[src/rtl/arb_rr_nhost_if.sv]
// Bus bundle for arb_rr_nhost: flattened host request buses plus the single device bus.
// The arbiter connects through the slave modport; hosts/device models use the master modport.
interface arb_rr_nhost_if #(
  parameter int NH = 4,
  parameter int AW = 32,
  parameter int DW = 32,
  parameter int BW = 4,
  parameter int GW = $clog2(NH)
);
  logic [NH-1:0]    h_rd;
  logic [NH-1:0]    h_wr;
  logic [NH-1:0]    h_cpu;
  logic [NH*AW-1:0] h_addr;
  logic [NH*BW-1:0] h_be;
  logic [NH*DW-1:0] h_dwr;
  logic [DW-1:0]    h_drd;
  logic [2*NH-1:0]  h_ack;
  logic [AW-1:0]    add_bus;
  logic [BW-1:0]    byte_en;
  logic             cpu_bus;
  logic [DW-1:0]    data_bus_wr;
  logic             wr_bus;
  logic             rd_bus;
  logic [DW-1:0]    data_bus_rd;
  logic             ack_bus;
  logic [GW-1:0]    grant_id;
  logic             busy;

  modport slave (
    input  h_rd, h_wr, h_cpu, h_addr, h_be, h_dwr, data_bus_rd, ack_bus,
    output h_drd, h_ack, add_bus, byte_en, cpu_bus, data_bus_wr, wr_bus, rd_bus,
           grant_id, busy
  );

  modport master (
    output h_rd, h_wr, h_cpu, h_addr, h_be, h_dwr, data_bus_rd, ack_bus,
    input  h_drd, h_ack, add_bus, byte_en, cpu_bus, data_bus_wr, wr_bus, rd_bus,
           grant_id, busy
  );
endinterface

[src/rtl/arb_rr_nhost.sv]
// N-host round-robin arbiter onto a single register-access device bus, with access timeout.
// Optional ARB_TIMEOUT_STAT_EN adds to_count/to_host timeout statistics outputs.
module arb_rr_nhost #(
  parameter int NH       = 4,
  parameter int AW       = 32,
  parameter int DW       = 32,
  parameter int BW       = 4,
  parameter int TW       = 16,
  parameter int TO_LIMIT = (2**TW) - 2,
  parameter int GW       = $clog2(NH)
) (
  input  logic          clk,
  input  logic          reset_n,
  arb_rr_nhost_if.slave bus
`ifdef ARB_TIMEOUT_STAT_EN
  ,
  output logic [15:0]   to_count,
  output logic [GW-1:0] to_host
`endif
);

  typedef enum logic [1:0] {IDLE = 2'd0, ACC = 2'd1, ACK = 2'd2} state_t;

  state_t          state_r, state_nx_s;
  logic [GW-1:0]   ptr_r, grant_r, win_idx_s, cand_s;
  logic            win_found_s, grant_start_s, to_hit_s, done_s;
  logic [NH-1:0]   req_s;
  logic [TW-1:0]   cnt_r;
  logic [AW-1:0]   addr_r;
  logic [BW-1:0]   be_r;
  logic            cpu_r, rd_r, wr_r, busy_r;
  logic [DW-1:0]   dwr_r, drd_r;
  logic [2*NH-1:0] ack_r, ack_nx_s;

  assign req_s         = bus.h_rd | bus.h_wr;
  assign to_hit_s      = (cnt_r == TW'(TO_LIMIT));
  assign done_s        = (state_r == ACC) && (bus.ack_bus || to_hit_s);
  assign grant_start_s = win_found_s && ((state_r == IDLE) || (state_r == ACK));

  // Rotating priority search: first requester after the last-granted host wins.
  always_comb begin
    win_found_s = 1'b0;
    win_idx_s   = '0;
    cand_s      = '0;
    for (int k = 1; k <= NH; k++) begin
      cand_s      = GW'((int'(ptr_r) + k) % NH);
      win_idx_s   = (req_s[cand_s] && !win_found_s) ? cand_s : win_idx_s;
      win_found_s = win_found_s | req_s[cand_s];
    end
  end

  // Next-state logic; arbitration happens in IDLE and in ACK so accesses chain without a gap.
  always_comb begin
    state_nx_s = state_r;
    case (state_r)
      IDLE:    if (win_found_s) state_nx_s = ACC; else state_nx_s = IDLE;
      ACC:     if (done_s)      state_nx_s = ACK; else state_nx_s = ACC;
      ACK:     if (win_found_s) state_nx_s = ACC; else state_nx_s = IDLE;
      default: state_nx_s = IDLE;
    endcase
  end

  // Completion pulse for the granted host; timeout flag only when the device stayed silent.
  always_comb begin
    ack_nx_s = '0;
    if (done_s) begin
      ack_nx_s[{grant_r, 1'b0}] = 1'b1;
      ack_nx_s[{grant_r, 1'b1}] = to_hit_s & ~bus.ack_bus;
    end else begin
      ack_nx_s = '0;
    end
  end

  // State register.
  always_ff @(posedge clk or negedge reset_n) begin
    if (!reset_n) state_r <= IDLE;
    else          state_r <= state_nx_s;
  end

  // Access cycle counter: runs only while waiting in ACC, saturating at all-ones.
  always_ff @(posedge clk or negedge reset_n) begin
    if (!reset_n)                        cnt_r <= '0;
    else if ((state_r == ACC) && !done_s) cnt_r <= (&cnt_r) ? cnt_r : cnt_r + TW'(1'b1);
    else                                 cnt_r <= '0;
  end

  // Grant capture, device bus drive and read-data return.
  always_ff @(posedge clk or negedge reset_n) begin
    if (!reset_n) begin
      ptr_r   <= GW'(NH - 1);
      grant_r <= '0;
      addr_r  <= '0;
      be_r    <= '0;
      cpu_r   <= 1'b0;
      dwr_r   <= '0;
      rd_r    <= 1'b0;
      wr_r    <= 1'b0;
      drd_r   <= '0;
      ack_r   <= '0;
      busy_r  <= 1'b0;
    end else begin
      ack_r  <= ack_nx_s;
      busy_r <= (state_nx_s != IDLE);
      if (grant_start_s) begin
        ptr_r   <= win_idx_s;
        grant_r <= win_idx_s;
        addr_r  <= bus.h_addr[win_idx_s*AW +: AW];
        be_r    <= bus.h_be[win_idx_s*BW +: BW];
        cpu_r   <= bus.h_cpu[win_idx_s];
        dwr_r   <= bus.h_dwr[win_idx_s*DW +: DW];
        // A host asking for both gets its read first; the write remains requested.
        rd_r    <= bus.h_rd[win_idx_s];
        wr_r    <= bus.h_wr[win_idx_s] & ~bus.h_rd[win_idx_s];
      end else if (done_s) begin
        addr_r <= '0;
        be_r   <= '0;
        cpu_r  <= 1'b0;
        dwr_r  <= '0;
        rd_r   <= 1'b0;
        wr_r   <= 1'b0;
        if (bus.ack_bus) drd_r <= bus.data_bus_rd;
      end
    end
  end

  assign bus.h_drd       = drd_r;
  assign bus.h_ack       = ack_r;
  assign bus.add_bus     = addr_r;
  assign bus.byte_en     = be_r;
  assign bus.cpu_bus     = cpu_r;
  assign bus.data_bus_wr = dwr_r;
  assign bus.wr_bus      = wr_r;
  assign bus.rd_bus      = rd_r;
  assign bus.grant_id    = grant_r;
  assign bus.busy        = busy_r;

`ifdef ARB_TIMEOUT_STAT_EN
  logic [15:0]   to_count_r;
  logic [GW-1:0] to_host_r;

  // Timed-out access statistics.
  always_ff @(posedge clk or negedge reset_n) begin
    if (!reset_n) begin
      to_count_r <= '0;
      to_host_r  <= '0;
    end else if (done_s && to_hit_s && !bus.ack_bus) begin
      to_count_r <= (&to_count_r) ? to_count_r : to_count_r + 16'd1;
      to_host_r  <= grant_r;
    end
  end

  assign to_count = to_count_r;
  assign to_host  = to_host_r;
`endif

endmodule

[src/flat_wrapper.sv]
// flat-port wrapper written by rule: the top's interface ports become plain ports
module arb_rr_nhost_flat 
#(
  parameter int NH       = 4,
  parameter int AW       = 32,
  parameter int DW       = 32,
  parameter int BW       = 4,
  parameter int TW       = 16,
  parameter int TO_LIMIT = (2**TW) - 2,
  parameter int GW       = $clog2(NH)
)
  (clk, reset_n, bus_h_rd, bus_h_wr, bus_h_cpu, bus_h_addr, bus_h_be, bus_h_dwr, bus_data_bus_rd, bus_ack_bus, bus_h_drd, bus_h_ack, bus_add_bus, bus_byte_en, bus_cpu_bus, bus_data_bus_wr, bus_wr_bus, bus_rd_bus, bus_grant_id, bus_busy);
  arb_rr_nhost_if #(.NH(NH), .AW(AW), .DW(DW), .BW(BW), .GW(GW)) bus_i ();
  input  logic clk;
  input  logic reset_n;
  input wire logic [$bits(bus_i.h_rd)-1:0] bus_h_rd;
  input wire logic [$bits(bus_i.h_wr)-1:0] bus_h_wr;
  input wire logic [$bits(bus_i.h_cpu)-1:0] bus_h_cpu;
  input wire logic [$bits(bus_i.h_addr)-1:0] bus_h_addr;
  input wire logic [$bits(bus_i.h_be)-1:0] bus_h_be;
  input wire logic [$bits(bus_i.h_dwr)-1:0] bus_h_dwr;
  input wire logic [$bits(bus_i.data_bus_rd)-1:0] bus_data_bus_rd;
  input wire logic [$bits(bus_i.ack_bus)-1:0] bus_ack_bus;
  output wire logic [$bits(bus_i.h_drd)-1:0] bus_h_drd;
  output wire logic [$bits(bus_i.h_ack)-1:0] bus_h_ack;
  output wire logic [$bits(bus_i.add_bus)-1:0] bus_add_bus;
  output wire logic [$bits(bus_i.byte_en)-1:0] bus_byte_en;
  output wire logic [$bits(bus_i.cpu_bus)-1:0] bus_cpu_bus;
  output wire logic [$bits(bus_i.data_bus_wr)-1:0] bus_data_bus_wr;
  output wire logic [$bits(bus_i.wr_bus)-1:0] bus_wr_bus;
  output wire logic [$bits(bus_i.rd_bus)-1:0] bus_rd_bus;
  output wire logic [$bits(bus_i.grant_id)-1:0] bus_grant_id;
  output wire logic [$bits(bus_i.busy)-1:0] bus_busy;
  assign bus_i.h_rd = bus_h_rd;
  assign bus_i.h_wr = bus_h_wr;
  assign bus_i.h_cpu = bus_h_cpu;
  assign bus_i.h_addr = bus_h_addr;
  assign bus_i.h_be = bus_h_be;
  assign bus_i.h_dwr = bus_h_dwr;
  assign bus_i.data_bus_rd = bus_data_bus_rd;
  assign bus_i.ack_bus = bus_ack_bus;
  assign bus_h_drd = bus_i.h_drd;
  assign bus_h_ack = bus_i.h_ack;
  assign bus_add_bus = bus_i.add_bus;
  assign bus_byte_en = bus_i.byte_en;
  assign bus_cpu_bus = bus_i.cpu_bus;
  assign bus_data_bus_wr = bus_i.data_bus_wr;
  assign bus_wr_bus = bus_i.wr_bus;
  assign bus_rd_bus = bus_i.rd_bus;
  assign bus_grant_id = bus_i.grant_id;
  assign bus_busy = bus_i.busy;
  arb_rr_nhost #(.NH(NH), .AW(AW), .DW(DW), .BW(BW), .TW(TW), .TO_LIMIT(TO_LIMIT), .GW(GW)) u_core (.clk(clk), .reset_n(reset_n), .bus(bus_i));
endmodule
[config.mk]
export PLATFORM = sky130hd
export DESIGN_NAME = arb_rr_nhost_flat
export DESIGN_NICKNAME = d
export VERILOG_FILES = /design/src/rtl/arb_rr_nhost_if.sv /design/src/rtl/arb_rr_nhost.sv /design/src/flat_wrapper.sv
export SDC_FILE = /design/constraint.sdc
export NUM_CORES = 1
export LEC_CHECK = 0
export BUFFER_PORTS_ARGS = -buffer_cell sky130_fd_sc_hd__buf_4
export CAP_MARGIN = 30
export CORE_AREA = 2 2 167 169
export DETAILED_ROUTE_END_ITERATION = 16
export DIE_AREA = 0 0 169 171
export PLACE_DENSITY_LB_ADDON = 0.05
export SYNTH_ARGS = -nofsm -noshare
export SYNTH_HDL_FRONTEND = slang
export SYNTH_SLANG_ARGS = --single-unit
[constraint.sdc]
create_clock -name clk -period 4.48 [get_ports clk]
set_input_delay 0.896 -clock clk [delete_from_list [all_inputs] [get_ports clk]]
set_output_delay 0.896 -clock clk [all_outputs]
set_load 0.005 [all_outputs]
# Word level (Yosys, flattened, before mapping)
# Cells that the tools add are included.
# W data, S select, Z words.
# totals
reg_bits	134
input_bits	319
output_inout_bits	114
# classes
add_sub_neg	5
magnitude_cmp	9
n_eq_ne	4
n_shift	3
muxes	38
n_bitwise	9
reduce_logical	20
# op_table
operator	n
$shiftx A128 B8 Y32	2
$mux W32	3
$mux W16	2
$add A16 B1 Y16 const B	1
$eq A16 B16 Y1 const B	1
$reduce_and A16 Y1	1
$shiftx A16 B5 Y4	1
$lt A2 B3 Y1 const B	5
$bmux W1 S2	7
$mux W1	14
$mux W2	5
$bwmux W8	1
$logic_and A1 B1 Y1	8
$lt A3 B4 Y1 const B	2
$mux W4	2
$mux W8	1
$ge A3 B1 Y1 const B	2
$add A2 B1 Y2 const B	2
$add A2 B2 Y2 const B	2
$demux W1 S2	2
$logic_not A1 Y1	4
$or A4 B4 Y4	1
$pmux W2 S2	1
$reduce_bool A2 Y1	2
10 further kinds	16

# Logic depth before layout (Yosys ltp)
# Gate-level depths: netlist of the first run.
# logic_depth
ltp_word	13
mapped_depth	9
mapped_depth_nobuf	7

# Worst setup path before layout of the first run
# OpenSTA, ideal clock, no wires.
# synth_timing
kind	in2reg
startpoint	in bus_h_wr[3]
endpoint	reg u_core.addr_r[18], in the netlist u_core.bus.add_bus[18]
t_arrival_ps	2150
setup_slack_ps	2194
cell_stages	8
path_cell_list	nor2_1 nand3b_1 and3_1 buf_4 buf_6 buf_6 mux2i_1 o221ai_2
# synth_between
elab_chain_len	10
elab_cells_between_ends	26
cone_classes	shift: 1; mux: 13; bitwise: 4; reduce/logical: 8
# synth_lines
item	line	source
start: declaration	flat_wrapper.sv:17	input wire logic [$bits(bus_i.h_wr)-1:0] bus_h_wr;
$or A4 B4 Y4 (*)	arb_rr_nhost.sv:35	assign req_s = bus.h_rd | bus.h_wr;
$bmux W1 S2	arb_rr_nhost.sv:47, arb_rr_nhost.sv:48	
$mux W1 (not written as such)	arb_rr_nhost.sv:47, arb_rr_nhost.sv:48	
$logic_not A1 Y1 / $or A1 B1 Y1 (equally long branches)	arb_rr_nhost.sv:47, arb_rr_nhost.sv:48	
$logic_and A1 B1 Y1 (tied with other cells)	arb_rr_nhost.sv:47	win_idx_s = (req_s[cand_s] && !win_found_s) ? cand_s : win_idx_s;
$mux W2 (tied with other cells)	arb_rr_nhost.sv:47	
$mux W2 / $logic_and A1 B1 Y1 (equally long branches)	arb_rr_nhost.sv:47	
$mux W2	arb_rr_nhost.sv:47	
$shiftx A128 B8 Y32	arb_rr_nhost.sv:107	addr_r <= bus.h_addr[win_idx_s*AW +: AW];
$mux W32	arb_rr_nhost.sv:104	if (grant_start_s) begin
end signal: assignment	arb_rr_nhost.sv:107	
end: declaration	arb_rr_nhost.sv:29	logic [AW-1:0] addr_r;
# Every way passes the cells marked *; elsewhere a longest branch is shown, timed or not. The select of a mux whose other input is x is not followed.
# A chain may end at the register's enable or synchronous reset.

# Final worst setup path of the first run
# layout_timing
startpoint	in bus_h_wr[3]
endpoint	reg u_core.addr_r[11], in the netlist u_core.bus.add_bus[11]
# The elaborated chain is that of the path after synthesis.

==> results of run 1 <==
worst paths after layout:
path	to	depth (start not counted)	slack, ns
min in group asynchronous	u_core.bus.h_drd[15]	1	0.53
setup reg to reg	u_core.bus.add_bus[11]	5	1.92
max in group asynchronous	u_core.bus.byte_en[0]	2	3.15
hold / removal	u_core.bus.h_drd[29]	1	0.51
hold reg to reg	u_core.bus.h_drd[29]	1	0.51
setup / recovery	u_core.bus.add_bus[11]	6	1.71
Yosys cell counts (2+ instances only):
cell type | n | area, sq um
o221ai_1 | 21 | 184
dfstp_2 | 2 | 52.6
buf_6 | 18 | 203
xnor2_1 | 11 | 96.3
mux2i_1 | 139 | 1390
o221ai_2 | 49 | 736
o21ai_0 | 3 | 15.0
a31oi_1 | 3 | 18.8
inv_1 | 2 | 7.51
buf_1 | 8 | 30.0
or3_1 | 3 | 18.8
nand2b_1 | 4 | 25.0
or2_2 | 2 | 12.5
buf_2 | 22 | 110
mux2_2 | 32 | 360
clkbuf_1 | 5 | 18.8
nand3_1 | 73 | 365
dfrtp_1 | 132 | 3300
nor4b_1 | 2 | 17.5
a21oi_1 | 5 | 25.0
nor3_1 | 9 | 45.0
o21a_1 | 2 | 15.0
nor4_1 | 5 | 31.3
nand3b_1 | 2 | 15.0
nand2_1 | 13 | 48.8
and3_1 | 2 | 12.5
nand4_1 | 6 | 37.5
nor2_1 | 27 | 101
ha_1 | 2 | 25.0
area by class of cell:
class	instances	area, sq um	area share, %
Multi-Input combinational cell	432	3800	32.6
Timing Repair Buffer	447	3450	29.7
Sequential cell	134	3360	28.8
Tap cell	346	433	3.72
Clock buffer	18	429	3.68
Clock inverter	14	165	1.42
Inverter	2	7.51	0.0645
cells by family after synthesis:
kind of cell / Yosys count
fa+ha+maj: 2
buf+inv: 56
compound gates: 96
xor+xnor: 11
simple gates: 152
mux: 171
flops: 134
worst max-delay path, delay by kind of cell:
kind	cells	cell delay, ns
buffers and inverters	2	0.44
AOI/OAI and AO/OA	2	0.68
and+or+nand+nor	2	0.94
cell usage in the layout, fill, tap and decap left out, types with 3 or more instances in the layout:
| master | netlist | final |
|---|---|---|
| nor2_1 | 27 | 27 |
| dfrtp_1 | 132 | 132 |
| o21ai_0 | 3 | 3 |
| nor3_1 | 9 | 9 |
| nand2_1 | 13 | 13 |
| mux2i_1 | 139 | 139 |
| o221ai_2 | 49 | 49 |
| a21oi_1 | 5 | 5 |
| buf_12 | 0 | 6 |
| buf_4 | 1 | 439 |
| nand3_1 | 73 | 73 |
| inv_6 | 0 | 5 |
| a31oi_1 | 3 | 3 |
| clkinv_4 | 0 | 4 |
| mux2_2 | 32 | 32 |
| o221ai_1 | 21 | 21 |
| nand4_1 | 6 | 6 |
| clkbuf_16 | 0 | 17 |
| nand2b_1 | 4 | 4 |
| nor4_1 | 5 | 5 |
| xnor2_1 | 11 | 11 |
registers in the layout, indices dropped and copies added, names as in the netlist:
name,cells
u_core.bus.add_bus,32
u_core.bus.busy,1
u_core.bus.byte_en,4
u_core.bus.cpu_bus,1
u_core.bus.data_bus_wr,32
u_core.bus.grant_id,2
u_core.bus.h_ack,8
u_core.bus.h_drd,32
u_core.bus.rd_bus,1
u_core.bus.wr_bus,1
u_core.cnt_r,16
u_core.ptr_r,2
u_core.state_r,2
metal layers:
layer | wire length [microns] | global-route usage [%] | vias to the layer above
met5 | 0 | 0 | -
met4 | 412 | 5.02 | 0
met3 | 1910 | 4.46 | 26
met2 | 14900 | 34.5 | 250
met1 | 11400 | 22.4 | 3237
li1 | - | - | 3223
power groups by stage:
stage               registers, W  logic [W]  clock network [W]
floorplan                0.00202    0.00235                  0
global placement         0.00204    0.00386                  0
detailed placement       0.00205    0.00388                  0
CTS                      0.00203    0.00389            0.00150
global route             0.00209    0.00411            0.00155
finish                   0.00203    0.00380            0.00146
stage by stage:
step	hold WS, ns	setup slack [ns]	cells
2_1_floorplan	0.501	2.19	622
3_3_place_gp	0.490	1.35	1360
3_5_place_dp	0.495	1.31	1361
4_1_cts	0.511	1.76	1393
5_1_grt	0.523	1.61	1393
6_report	0.507	1.71	1393
==> reports/metrics.yaml, run 1 <==
antenna_cells: 0
slowest_stage: "or3_4"
finalMaxSlewViolations: 0
hold_viol_final: 0
crit_arrival_ns: 3.03
die_area_sq_um: 28900
htree_levels: 4
rsz0062_at_grt: "false"
place_congestion: 0.741
post-cts-setup-buffers: 0
timing.slew.headroom_pct: 39.0
antenna_found_initial: 0
grt_pass1_wl_microns: 41800
power.total_w: 0.00729
portBuffers: 432
powerDensity_nw_per_um2: 626
final.period_utilization_pct: 61.7
grt_max_degree: 85
grt_pass1_vias: 6969
crit_required_ns: 4.74
cp-start-kind: "input port"
fin_skew_ns: 0.0173
power_leakage_nw: 5.70
max_clock_freq_mhz: 362
via_per_inst: 4.84
hpwlAfterDp_microns: 21300
synth-simple-area-share_pct: 10.3
std_cell_rows: 61
place_area_sq_um: 11100
seqPwrFrac_pct: 27.8
final_area_sq_um: 11600
finalWirelength_microns: 28600
synth_nets: 943
power.share.clock_pct: 20.0
peakVddDrop_mv: 0.308
synth_compound_gate_area_share_pct: 14.9
ys.warnings.count: 0
die_w_microns: 169
ys_types: 47
cts_max_path_buffers: 2
combinationalPowerShare_pct: 52.2
cap_violations: 0
synth.cell_area_sq_um: 7500
initial_utilization_pct: 27.4
first_pass_iters: 4
cts-root-buf: "clkbuf_16"
wl_per_cell_microns: 20.5
post_cts_resize_count: 0
overflow: 0
synth_ff_type: "dfrtp_1"
postRouteAntennaNets: 0
cts_tree: "done"
cts.sinks: 134
io_pins: 433
synth-async-reset-ratio_pct: 100
outcome: "completed"
cp_max_fo: 39
setup-violations-final: 0
n_fill_cell: 2688
fin_tns_setup_ns: 0
worst_pin_slew_ns: 0.912
layout-drive-gt1-share_pct: 54.5
synth_adder_area_share_pct: 0.334
track_usage_pct: 19.0
clock_latency_ns: 0.43
synth-edff-count: 0
core-area_sq_um: 27300
ys_seq_area_share_pct: 44.8
drt_first_iter_violations: 287
p_sw_w: 0.00279
syn_avg_cell_area_sq_um: 12.1
max_stage_delay_ns: 0.62
vias: 6736
path_cells: "buf_4 > nor2_1 > a21boi_0 > or3_4 > buf_12 > o221ai_1"
switching_share_pct: 38.3
clk_pin_slew_ns: 0.07
worst_hold_path_type: "reg -> reg"
period_minus_slack_ns: 2.77
numCtsBuffers: 17
synth_xor_area_share_pct: 1.29
drcViolationCount: 0
nets: 1355
worstReg2RegStart: "u_core.ptr_r[1]"
p_int_w: 0.00449
crit_start: "bus_h_wr[3]"
dieHeight_microns: 171
min-delay-start: "u_core.bus.h_drd[29]"
syn_to_final_growth_pct: 55.4
fin_util_pct: 42.6
worstSetupEndpointType: "flop"
ys_seq_elements: 134
syn_inst: 622
crit_type: "in -> reg"
ctsHoldBuffers: 0
synth_top_family_by_area: "multiplexers"
synthMuxAreaShare_pct: 23.4
(Power assumes the default switching activity.)
==> inputs of run 2 (changes only) <==
clock period = 2.3 ns   (was 4.48 ns; I/O delays follow)
==> run 2 against run 1 <==
Net effect: cell count up 1.9%; sequential power increased by 95%; total power increased by 100%; clock power increased by 92%; core utilization rose by 1.0 points; worst setup slack worse by 1.5 ns; largest cell class unchanged.
==> reports/metrics.yaml, run 2 (same netlist as run 1, synthesis figures left out) <==
max_clock_freq_mhz: 470
path_cells: "o21ba_1 > o21bai_1 > and3_4 > buf_12 > buf_4 > mux2i_1 > o221ai_2"
cts.sinks: 134
cts-root-buf: "clkbuf_16"
antenna_found_initial: 0
cp-start-kind: "flop"
worstSetupEndpointType: "flop"
hold_viol_final: 0
initial_utilization_pct: 27.4
worstReg2RegStart: "u_core.ptr_r[1]"
post-cts-setup-buffers: 0
first_pass_iters: 4
syn_to_final_growth_pct: 59.2
crit_arrival_ns: 2.41
path_delay_family: "flip-flops"
slowest_stage: "dfstp_2"
rr_worst_depth: 7
layout-drive-gt1-share_pct: 55.5
die_area_sq_um: 28900
setup-violations-final: 0
std_cell_rows: 61
cts_tree: "done"
hold_slack_ns: 0.260
holdPathEnd: "u_core.bus.h_drd[6]"
place_congestion: 0.762
die_w_microns: 169
portBuffers: 432
crit_required_ns: 2.59
power_leakage_nw: 5.86
fin_skew_ns: 0.0142
setup_slack_ns: 0.175
numCtsBuffers: 17
max_stage_delay_ns: 0.61
core-area_sq_um: 27300
via_per_inst: 4.80
cp_num_buf_inv: 2
finalWirelength_microns: 28500
dpl.cell_count: 1386
fin_tns_setup_ns: 0
outcome: "completed"
finalMaxSlewViolations: 0
nets: 1381
final.period_utilization_pct: 92.4
crit_type: "reg -> reg"
timing.slew.headroom_pct: 59.8
drcViolationCount: 0
clk_pin_slew_ns: 0.07
final_common_cell: "buf_4"
hpwlAfterDp_microns: 21900
powerDensity_nw_per_um2: 1220
peakVddDrop_mv: 0.582
clock_latency_ns: 0.42
worst_hold_path_type: "in -> reg"
cp_max_fo: 18
post_cts_resize_count: 0
grt_max_degree: 52
cts_max_path_buffers: 2
dieHeight_microns: 171
reg2reg_slack_ns: 0.17
min-delay-start: "bus_data_bus_rd[6]"
grt_pass1_wl_microns: 42600
worstReg2RegEnd: "u_core.bus.data_bus_wr[20]"
mostFrequentLayoutCells: "buf_4 (456), mux2i_1 (139), dfrtp_1 (132)"
wl_per_cell_microns: 20.1
n_fill_cell: 2685
worst_pin_slew_ns: 0.601
postRouteAntennaNets: 0
htree_levels: 4
final-instance-count-excl-fill: 1419
dpl_worst_slack_ns: 0.0738
track_usage_pct: 19.3
power.total_w: 0.0146
drt_first_iter_violations: 326
vias: 6818
io_pins: 433
rsz0062_at_grt: "false"
hold_path_depth: 2
grt_pass1_vias: 7101
period_minus_slack_ns: 2.13
antenna_cells: 0
overflow: 0
cap_violations: 0
-- run 2: cell types whose count changed in the layout (fill, tap and decap cells not counted), sizes merged --
cell	change
buf	+25
clkinv	+3
clkbuf	+1
clkinvlp	-1
inv	-3
dlygate4sd3	+1
-- run 2: how the worst max path moves through the flow --
stage,start,endpoint,depth (start not counted),slack [ns]
final,u_core.ptr_r[1],u_core.bus.data_bus_wr[20],7,0.17
after global routing,u_core.cnt_r[8],u_core.bus.add_bus[23],7,0.02
after detailed placement,bus_h_wr[1],u_core.bus.add_bus[26],6,0.07
after CTS,u_core.ptr_r[1],u_core.bus.data_bus_wr[20],7,0.14
after global placement,bus_h_wr[3],u_core.bus.data_bus_wr[20],8,0.08
after floorplan,u_core.ptr_r[1],u_core.bus.add_bus[18],9,0.38
-- run 2: cell type report --
class / count / area, sq um / area share [%]
repair buffers: 473 / 3740 / 31.4
inverters: 2 / 7.51 / 0.0629
clock inverters: 13 / 148 / 1.24
multi-input cells: 432 / 3800 / 31.9
flip-flops and latches: 134 / 3360 / 28.1
clock buffers: 19 / 443 / 3.71
well taps: 346 / 433 / 3.63
-- run 2: per-stage QoR --
stage / utilization (%) / cell area, sq um
2_1_floorplan: - / 7500
6_report: 43.7 / 11900
5_1_grt: 43.7 / 11900
3_5_place_dp: 41.5 / 11300
3_3_place_gp: 41.5 / 11300
4_1_cts: 43.7 / 11900
-- run 2: per-layer routing --
metal / vias to the layer above / part of all wire (%) / track usage [%]
met4: 0 / 0.66 / 3.49
li1: 3279 / - / -
met3: 14 / 7.2 / 5.32
met2: 243 / 53 / 34.4
met5: - / 0 / 0
met1: 3282 / 39 / 23.4
-- run 2: what timing repair did --
| item | in CTS | in global routing |
|---|---|---|
| hold buffers | 1 | 0 |
| hold endpoints to repair | 42 | 0 |
| endpoints found under the setup margin | 0 | 0 |
-- run 2: power breakdown --
part	internal [W]	leakage [nW]	switching, W	total, W
Combinational	0.00410	3.90	0.00374	0.00784
Sequential	0.00336	1.68	0.000595	0.00395
Clock	0.00164	0.288	0.00115	0.00280
-- run 2: worst register-to-register path, stage by stage, from the launching register on --
cell and delay (ns):
dfstp_2 0.61, o21ba_1 0.17, o21bai_1 0.13, and3_4 0.26, buf_12 0.19, buf_4 0.18
mux2i_1 0.31, o221ai_2 0.14
